$ cat src/rtl/dcm_sup_pkg.sv
// Shared definitions for the DCM lock supervisor: state encoding, default
// parameter values and a small helper for sizing the shared cycle counter.
package dcm_sup_pkg;

   typedef enum logic [2:0] {
      ST_ASSERT_RST = 3'd0,
      ST_WAIT_LOCK  = 3'd1,
      ST_SETTLE     = 3'd2,
      ST_RUN        = 3'd3,
      ST_FAIL       = 3'd4
   } state_e;

   localparam int DEF_RST_CYCLES    = 8;
   localparam int DEF_LOCK_TIMEOUT  = 4096;
   localparam int DEF_SETTLE_CYCLES = 16;
   localparam int DEF_MAX_RETRY     = 15;
   localparam int DEF_HB_TIMEOUT    = 256;
   localparam int RETRY_W           = 4;

   function automatic int max3(input int a, input int b, input int c);
      int m;
      m = (a > b) ? a : b;
      return (m > c) ? m : c;
   endfunction

endpackage

$ cat src/rtl/sync_2ff.sv
// Multi-flop synchronizer for a single asynchronous level into the i_clk domain.
module sync_2ff #(
   parameter int STAGES = 2
) (
   input  logic i_clk,
   input  logic i_rst_n,
   input  logic i_d,
   output logic o_q
);

   logic [STAGES-1:0] r_sync;

   // NOTE: sequential state uses non-blocking assignments so every flop samples
   // the pre-edge value of its neighbour; blocking here would collapse the chain.
   always_ff @(posedge i_clk or negedge i_rst_n) begin
      if (!i_rst_n) begin
         r_sync <= '0;
      end else begin
         r_sync <= {r_sync[STAGES-2:0], i_d};
      end
   end

   assign o_q = r_sync[STAGES-1];

endmodule

$ cat src/rtl/dcm_lock_supervisor.sv
// Resets the CMS/DDU DCMs, waits for both to lock and settle, retries on loss.
// Optional heartbeat watchdog in RUN is built when DCM_SUP_HB_MON_EN is defined.
module dcm_lock_supervisor
   import dcm_sup_pkg::*;
#(
   parameter int RST_CYCLES    = DEF_RST_CYCLES,
   parameter int LOCK_TIMEOUT  = DEF_LOCK_TIMEOUT,
   parameter int SETTLE_CYCLES = DEF_SETTLE_CYCLES,
   parameter int MAX_RETRY     = DEF_MAX_RETRY,
   parameter int HB_TIMEOUT    = DEF_HB_TIMEOUT
) (
   input  logic               i_clk,
   input  logic               i_rst_n,
   input  logic               i_cms_locked,
   input  logic               i_ddu_locked,
   input  logic               i_dv128_hb,
   output logic               o_dcm_rst,
   output logic               o_ready,
   output logic               o_fail,
   output logic [RETRY_W-1:0] o_retry_cnt
);

   localparam int CNT_W = $clog2(max3(RST_CYCLES, LOCK_TIMEOUT, SETTLE_CYCLES)) + 1;
   localparam int SET_W = $clog2(SETTLE_CYCLES) + 1;

   logic w_cms_sync;
   logic w_ddu_sync;
   logic w_locks_ok;
   logic w_hb_expired;

   state_e             r_state;
   state_e             w_state_nxt;
   logic [CNT_W-1:0]   r_cnt;
   logic               w_cnt_clr;
   logic [SET_W-1:0]   r_settle_cnt;
   logic [RETRY_W-1:0] r_retry;
   logic [RETRY_W-1:0] w_retry_nxt;
   logic               w_fail_evt;

   sync_2ff #(.STAGES(2)) u_cms_sync (
      .i_clk   (i_clk),
      .i_rst_n (i_rst_n),
      .i_d     (i_cms_locked),
      .o_q     (w_cms_sync)
   );

   sync_2ff #(.STAGES(2)) u_ddu_sync (
      .i_clk   (i_clk),
      .i_rst_n (i_rst_n),
      .i_d     (i_ddu_locked),
      .o_q     (w_ddu_sync)
   );

   assign w_locks_ok = w_cms_sync & w_ddu_sync;

`ifdef DCM_SUP_HB_MON_EN
   localparam int HB_W = $clog2(HB_TIMEOUT) + 1;

   logic            w_hb_sync;
   logic            r_hb_d;
   logic            w_hb_edge;
   logic [HB_W-1:0] r_hb_cnt;

   // Two sync stages plus r_hb_d form the 3-flop chain; edge detect on the last two.
   sync_2ff #(.STAGES(2)) u_hb_sync (
      .i_clk   (i_clk),
      .i_rst_n (i_rst_n),
      .i_d     (i_dv128_hb),
      .o_q     (w_hb_sync)
   );

   assign w_hb_edge    = w_hb_sync ^ r_hb_d;
   assign w_hb_expired = (r_state == ST_RUN) && !w_hb_edge &&
                         (r_hb_cnt == HB_W'(HB_TIMEOUT - 1));

   always_ff @(posedge i_clk or negedge i_rst_n) begin
      if (!i_rst_n) begin
         r_hb_d   <= 1'b0;
         r_hb_cnt <= '0;
      end else begin
         r_hb_d <= w_hb_sync;
         if ((r_state != ST_RUN) || w_hb_edge) begin
            r_hb_cnt <= '0;
         end else if (!w_hb_expired) begin
            r_hb_cnt <= r_hb_cnt + 1'b1;
         end
      end
   end
`else
   logic w_unused_hb;

   assign w_unused_hb  = i_dv128_hb;
   assign w_hb_expired = 1'b0;
`endif

   // NOTE: every signal driven here gets a default first so no path leaves it
   // unassigned; a missing default in always_comb infers a latch.
   always_comb begin
      w_state_nxt = r_state;
      w_retry_nxt = r_retry;
      w_fail_evt  = 1'b0;

      unique case (r_state)
         ST_ASSERT_RST: begin
            if (r_cnt == CNT_W'(RST_CYCLES - 1)) begin
               w_state_nxt = ST_WAIT_LOCK;
            end
         end
         ST_WAIT_LOCK: begin
            if (w_locks_ok) begin
               w_state_nxt = ST_SETTLE;
            end else if (r_cnt >= CNT_W'(LOCK_TIMEOUT - 1)) begin
               w_fail_evt = 1'b1;
            end
         end
         ST_SETTLE: begin
            if (!w_locks_ok) begin
               w_state_nxt = ST_WAIT_LOCK;
            end else if (r_settle_cnt == SET_W'(SETTLE_CYCLES - 1)) begin
               w_state_nxt = ST_RUN;
            end
         end
         ST_RUN: begin
            // Lock loss and heartbeat timeout together are still one event.
            if (!w_locks_ok || w_hb_expired) begin
               w_fail_evt = 1'b1;
            end
         end
         ST_FAIL: begin
            w_state_nxt = ST_FAIL;
         end
         default: begin
            w_state_nxt = ST_ASSERT_RST;
         end
      endcase

      if (w_fail_evt) begin
         if (r_retry < RETRY_W'(MAX_RETRY)) begin
            w_retry_nxt = r_retry + 1'b1;
            w_state_nxt = ST_ASSERT_RST;
         end else begin
            w_state_nxt = ST_FAIL;
         end
      end
   end

   // The lock timeout spans WAIT_LOCK and SETTLE together, so bouncing between
   // them keeps counting instead of restarting the window.
   assign w_cnt_clr = (w_state_nxt != r_state) &&
                      !((r_state == ST_WAIT_LOCK) && (w_state_nxt == ST_SETTLE)) &&
                      !((r_state == ST_SETTLE) && (w_state_nxt == ST_WAIT_LOCK));

   always_ff @(posedge i_clk or negedge i_rst_n) begin
      if (!i_rst_n) begin
         r_state      <= ST_ASSERT_RST;
         r_cnt        <= '0;
         r_settle_cnt <= '0;
         r_retry      <= '0;
      end else begin
         r_state <= w_state_nxt;
         r_retry <= w_retry_nxt;

         if (w_cnt_clr) begin
            r_cnt <= '0;
         end else if (((r_state == ST_ASSERT_RST) || (r_state == ST_WAIT_LOCK) ||
                       (r_state == ST_SETTLE)) && (r_cnt != '1)) begin
            r_cnt <= r_cnt + 1'b1;
         end

         // The WAIT_LOCK cycle that saw both locks high is the first settle cycle.
         if (r_state == ST_SETTLE) begin
            r_settle_cnt <= r_settle_cnt + 1'b1;
         end else begin
            r_settle_cnt <= SET_W'(1);
         end
      end
   end

   assign o_dcm_rst   = (r_state == ST_ASSERT_RST);
   assign o_ready     = (r_state == ST_RUN);
   assign o_fail      = (r_state == ST_FAIL);
   assign o_retry_cnt = r_retry;

endmodule
$ cat config.mk
export PLATFORM = sky130hd
export DESIGN_NAME = dcm_lock_supervisor
export DESIGN_NICKNAME = d
export VERILOG_FILES = /design/src/rtl/dcm_sup_pkg.sv /design/src/rtl/sync_2ff.sv /design/src/rtl/dcm_lock_supervisor.sv
export SDC_FILE = /design/constraint.sdc
export NUM_CORES = 1
export LEC_CHECK = 0
export BUFFER_PORTS_ARGS = -buffer_cell sky130_fd_sc_hd__buf_2
export CORE_ASPECT_RATIO = 1.5
export CORE_MARGIN = 10
export CORE_UTILIZATION = 50
export CTS_BUF_LIST = sky130_fd_sc_hd__clkbuf_8
export DETAILED_ROUTE_END_ITERATION = 10
export PLACE_DENSITY = 0.66
export SLEW_MARGIN = 20
export SYNTH_ARGS = -nofsm -noshare
export SYNTH_HDL_FRONTEND = slang
export SYNTH_SLANG_ARGS = --single-unit
$ cat constraint.sdc
create_clock -name i_clk -period 3 [get_ports i_clk]
set_input_delay 0.15 -clock i_clk [delete_from_list [all_inputs] [get_ports i_clk]]
set_output_delay 0.15 -clock i_clk [all_outputs]
set_load 0.03 [all_outputs]
==> results of run 1 <==
-- area by class of cell --
cell class | count | area share (%)
Tap cell | 39 | 2.77
Timing Repair Buffer | 13 | 4.54
Clock inverter | 1 | 0.213
Multi-Input combinational cell | 121 | 46.2
Clock buffer | 6 | 4.68
Sequential cell | 29 | 41.2
Inverter | 2 | 0.426
-- stage by stage --
stage                     instances  util, %  hold slack (ps)
after floorplan                 158        -             -146
after global placement          201     55.4              199
after detailed placement        201     55.4              215
after CTS                       211     59.3              358
after global routing            211     59.3              363
final                           211     59.3              353
-- layer usage --
metal / GRT usage [%] / up-vias / share of wire (%)
met4: 6.05 / 0 / 1.5
met2: 21.6 / 24 / 52
met5: 0 / - / 0
li1: - / 622 / -
met1: 13.8 / 646 / 42
met3: 4.43 / 5 / 4.8
-- Yosys cell counts (all sizes together) (3+ instances only) --
| cell | number | share of area [%] |
|---|---|---|
| dfrtp | 29 | 46 |
| or3 | 5 | 2.0 |
| a21oi | 7 | 2.2 |
| nand2 | 13 | 3.1 |
| ha | 4 | 3.2 |
| or4 | 4 | 1.9 |
| and2 | 5 | 2.0 |
| nor2 | 11 | 2.6 |
| nor4 | 3 | 2.1 |
| nand3 | 6 | 1.9 |
| clkbuf | 4 | 0.95 |
| o21ai | 4 | 1.3 |
| a22oi | 7 | 3.3 |
| nor3 | 9 | 3.6 |
| nand4 | 4 | 2.5 |
| nor2b | 3 | 1.2 |
| nand2b | 5 | 2.0 |
-- state kept, by name (all words and copies together), names as in the netlist --
name / cells
r_cnt: 13
r_settle_cnt: 5
r_state: 3
u_cms_sync.r_sync: 2
o_retry_cnt: 4
u_ddu_sync.r_sync: 2
-- worst paths after layout --
path / to / slack (ps) / cells after the start
min reg2reg: u_cms_sync.r_sync[1]$_DFF_PN0_ / 350 / 0
min: u_cms_sync.r_sync[1]$_DFF_PN0_ / 350 / 0
max: r_cnt[4]$_DFFE_PN0P_ / 950 / 5
max in group asynchronous: r_cnt[6]$_DFFE_PN0P_ / 2160 / 2
max reg2reg: r_cnt[4]$_DFFE_PN0P_ / 950 / 5
min in group asynchronous: o_retry_cnt[3]$_DFFE_PN0P_ / 420 / 2
-- cells by family (layout without fill, tap and decap cells) --
group | count (synthesis) | after routing
AO/OA/AOI/OAI | 36 | 36
AND/OR/NAND/NOR | 75 | 75
adder cells (fa/ha/maj) | 4 | 4
flip-flops | 29 | 29
buffers and inverters | 8 | 22
multiplexers | 3 | 3
XOR/XNOR | 3 | 3
-- power breakdown --
part / switching, mW / total [mW] / internal, mW
combinational: 0.262 / 0.410 / 0.149
sequential: 0.0843 / 0.538 / 0.454
clock: 0.141 / 0.319 / 0.178
total: 0.487 / 1.27 / 0.781
-- timing repair --
action,4_1_cts,5_1_grt
hold buffers,3,0
endpoints found under the hold margin,31,0
setup endpoints to repair,0,0
==> impl_metrics.toml, run 1 <==
[worst_setup_path]
worstSetupStartpoint = "r_cnt[0]$_DFFE_PN0P_"
path_class = "reg -> reg"
slowest_stage = "dfrtp_1"
path_max_fanout = 13
path_cells = "ha_1, a21oi_1, o41a_1, nand2_1, a221oi_1"
crit_family = "compound AO/OA/AOI/OAI gates"
startpoint_type = "flip-flop"
r2r-start = "r_cnt[0]$_DFFE_PN0P_"
cp-end-kind = "flip-flop"
max_stage_delay_ps = 430
required_ps = 3180
crit_buf_inv = 0
crit_arrival_ps = 2230

[place]
portBuffers = 10
postPlaceCellArea_um2 = 1650
gp_congestion = 0.846
pre_cts_ws_ps = 957
place_hpwl_mm = 2.38

[sta]
setup_tns_ps = 0
layout_setup_ws_ps = 949
period_needed_ps = 2050
timing.fmax_mhz = 488
maxSlewHeadroom_pct = 57.4
drv_slew = 0
setup_viol = 0
rsz0062_at_grt = "no"
worst_pin_slew_ps = 639
hold_viol_final = 0
skew_ps = 9.30
period_share_pct = 68.4

[clock_tree]
cts-root-buf = "clkbuf_8"
cts_tree = "done"
h-tree-depth = 2
clkSinkCount = 29
clock_path_buffers = 2
post_cts_buffers = 0
numCtsBuffers = 5
cts_resized = 0
clock_latency_ps = 280
clk_pin_slew_ps = 60

[final_layout]
design_area_um2 = 1760
seq_area_um2 = 726
n_fill_cell = 263
drive_gt1_share_pct = 12.2
multiInputGateArea_um2 = 815
synthToLayoutAreaGrowth_pct = 11.9
finalNetCount = 181
n_antenna_cell = 0
final_common_cell = "dfrtp_1"
final_cell_mix = "dfrtp_1 (29), nand2_1 (13), nor2_1 (11)"

[die]
die_x_um = 65.8
dieArea_um2 = 5840
io_pins = 12
rows = 24
core_area_um2 = 2970
initial_utilization_pct = 53.0
die_height_um = 88.7

[yosys]
netlist_area_um2 = 1580
ys_seq_area_share_pct = 46.1
ys_ff_latch = 29
avgSynthCellArea_um2 = 9.97
yosys.area_share.adder_pct = 3.18
yosys_warnings = 0
synth-edff-count = 0
synth_compound_area_share_pct = 16.2
ys_types = 47
ys_async_sr_fraction_pct = 100
synthCells = 158
synth_nets = 167
synth_top_family_by_area = "simple AND/OR/NAND/NOR gates"
yosys_most_used_dff = "dfrtp_1"
synthXorXnorAreaFrac_pct = 1.67
yosys.area_share.simple_pct = 28.6
synthMuxAreaShare_pct = 2.07

[route]
route.detailed.drc = 0
vias_per_cell = 6.15
wire_per_inst_um = 16.3
first_pass_iters = 4
drtIter0Drc = 49
routed_wirelength_mm = 3.44
vias = 1297
antenna_left = 0

[worst_hold_path]
hold_start = "u_cms_sync.r_sync[0]$_DFF_PN0_"
hold_path.class = "reg -> reg"

[run_status]
status = "finished clean"

[global_routing]
grt_pass1_wl_mm = 5.91
antenna_found_initial = 0
grt_pass1_vias = 1280
grt_max_degree = 30
grtUsageTotal_pct = 12.8
grt-ovfl-total = 0

[pwr]
p_leak_nw = 0.774
power.total_mw = 1.27
power_density_nw_per_um2 = 719
ir_drop_uv = 441

[run]
max_cap_viol_count = 0
Note: power is estimated with default switching activity, not from simulation.
==> inputs of run 2 (changes only) <==
==> constraint.sdc (replaced) <==
create_clock -name i_clk -period 2 [get_ports i_clk]
set_input_delay 0.1 -clock i_clk [delete_from_list [all_inputs] [get_ports i_clk]]
set_output_delay 0.1 -clock i_clk [all_outputs]
set_load 0.03 [all_outputs]
==> impl_metrics.toml, run 2 (same netlist as run 1, synthesis figures left out) <==
[die]
dieArea_um2 = 5840
io_pins = 12
die_x_um = 65.8
initial_utilization_pct = 53.0
rows = 24
core_area_um2 = 2970
die_height_um = 88.7

[clock_tree]
clkSinkCount = 29
cts_tree = "done"
clk_pin_slew_ps = 60
h-tree-depth = 2
clock_path_buffers = 2
numCtsBuffers = 5
cts-root-buf = "clkbuf_8"
clock_latency_ps = 280
post_cts_buffers = 0

[worst_setup_path]
path_cells = "nand4_1, o41a_1, nor3_4, mux2_1"
worstSetupStartpoint = "r_cnt[3]$_DFFE_PN0P_"
r2r_slack_ps = 110
startpoint_type = "flip-flop"
crit_arrival_ps = 2050
required_ps = 2160
max_stage_delay_ps = 480
cp-end-kind = "flip-flop"
r2r-start = "r_cnt[3]$_DFFE_PN0P_"
path_class = "reg -> reg"
path_max_fanout = 7
slowest_stage = "dfrtp_1"

[final_layout]
final_common_cell = "dfrtp_1"
final_cell_mix = "dfrtp_1 (29), nand2_1 (13), buf_4 (12)"
n_antenna_cell = 0
largest-register = "r_cnt"
synthToLayoutAreaGrowth_pct = 21.0
drive_gt1_share_pct = 21.0
largest_register_ffs = 13
final_util_pct = 64.1
finalNetCount = 194

[global_routing]
use_met3_pct = 4.56
grt_pass1_vias = 1415
grt_pass1_wl_mm = 5.98
grt-ovfl-total = 0
gr-max-usage-layer = "met2"
grt_max_degree = 30
grtUsageMet2_pct = 23.5
use_met1_pct = 12.4
grtUsageTotal_pct = 13.3
antenna_found_initial = 0

[run]
max_cap_viol_count = 0

[pwr]
power_density_nw_per_um2 = 1090
p_leak_nw = 0.845
ir_drop_uv = 544

[sta]
period_share_pct = 94.4
drv_slew = 0
hold_viol_final = 0
whs_ps = 359
period_needed_ps = 1890
rsz0062_at_grt = "no"
setup_tns_ps = 0
timing.fmax_mhz = 530
layout_setup_ws_ps = 112
skew_ps = 4.44
worst_pin_slew_ps = 654
maxSlewHeadroom_pct = 56.4
setup_viol = 0

[route]
antenna_left = 0
routed_wirelength_mm = 3.65
wire_per_inst_um = 16.2
drtIter0Drc = 73
first_pass_iters = 5
vias_per_cell = 6.05
vias = 1362
route.detailed.drc = 0

[place]
portBuffers = 10
place_hpwl_mm = 2.55
gp_congestion = 0.860
pre_cts_ws_ps = 57.7

[worst_hold_path]
hold_start = "u_cms_sync.r_sync[0]$_DFF_PN0_"
hold_path.class = "reg -> reg"

[run_status]
status = "finished clean"
-- run 2: routing by layer --
layer | vias to the layer above | share of wire, % | wire length, um
li1 | 654 | - | -
met1 | 674 | 40 | 1470
met2 | 27 | 53 | 1930
met3 | 7 | 4.7 | 172
met4 | 0 | 2.0 | 73
met5 | - | 0 | 0
-- run 2: per-stage QoR --
stage,cells,total power [mW],instance area [um^2]
floorplan,158,1.27,1580
global placement,213,1.49,1740
detailed placement,213,1.51,1740
CTS,224,2.05,1870
global route,225,2.20,1910
finish,225,2.07,1910
-- run 2: timing repair --
action	in CTS	in global routing
hold buffers	3	0
endpoints found under the setup margin	0	14
hold endpoints to repair	31	0
gates resized for setup	0	5
-- run 2: cell type report --
cell class,instances,area (um^2)
Sequential cell,29,726
Tap cell,39,48.8
Timing Repair Buffer,25,170
Fill cell,232,1070
Multi-Input combinational cell,122,852
Inverter,2,7.51
Clock buffer,7,96.3
Clock inverter,1,5.00
-- run 2: final timing paths --
kind / endpoint / depth (start not counted)
min in group asynchronous: r_state[1]$_DFF_PN0_ / 2
max in group asynchronous: r_settle_cnt[2]$_DFF_PN0_ / 2
max: o_retry_cnt[1]$_DFFE_PN0P_ / 4
min: u_cms_sync.r_sync[1]$_DFF_PN0_ / 0
max reg2reg: o_retry_cnt[1]$_DFFE_PN0P_ / 4
min reg2reg: u_cms_sync.r_sync[1]$_DFF_PN0_ / 0
-- run 2: critical path, delay by kind of cell (launching register included) --
kind | cells | cell delay (ps)
AND/OR/NAND/NOR | 2 | 470
multiplexers | 1 | 350
AO/OA/AOI/OAI | 1 | 480
flip-flops | 1 | 480
-- run 2: where the power goes --
group | total, mW | switching (mW) | internal [mW]
Combinational | 0.754 | 0.442 | 0.312
Sequential | 0.790 | 0.109 | 0.681
Clock | 0.526 | 0.216 | 0.310
Total | 2.07 | 0.767 | 1.30
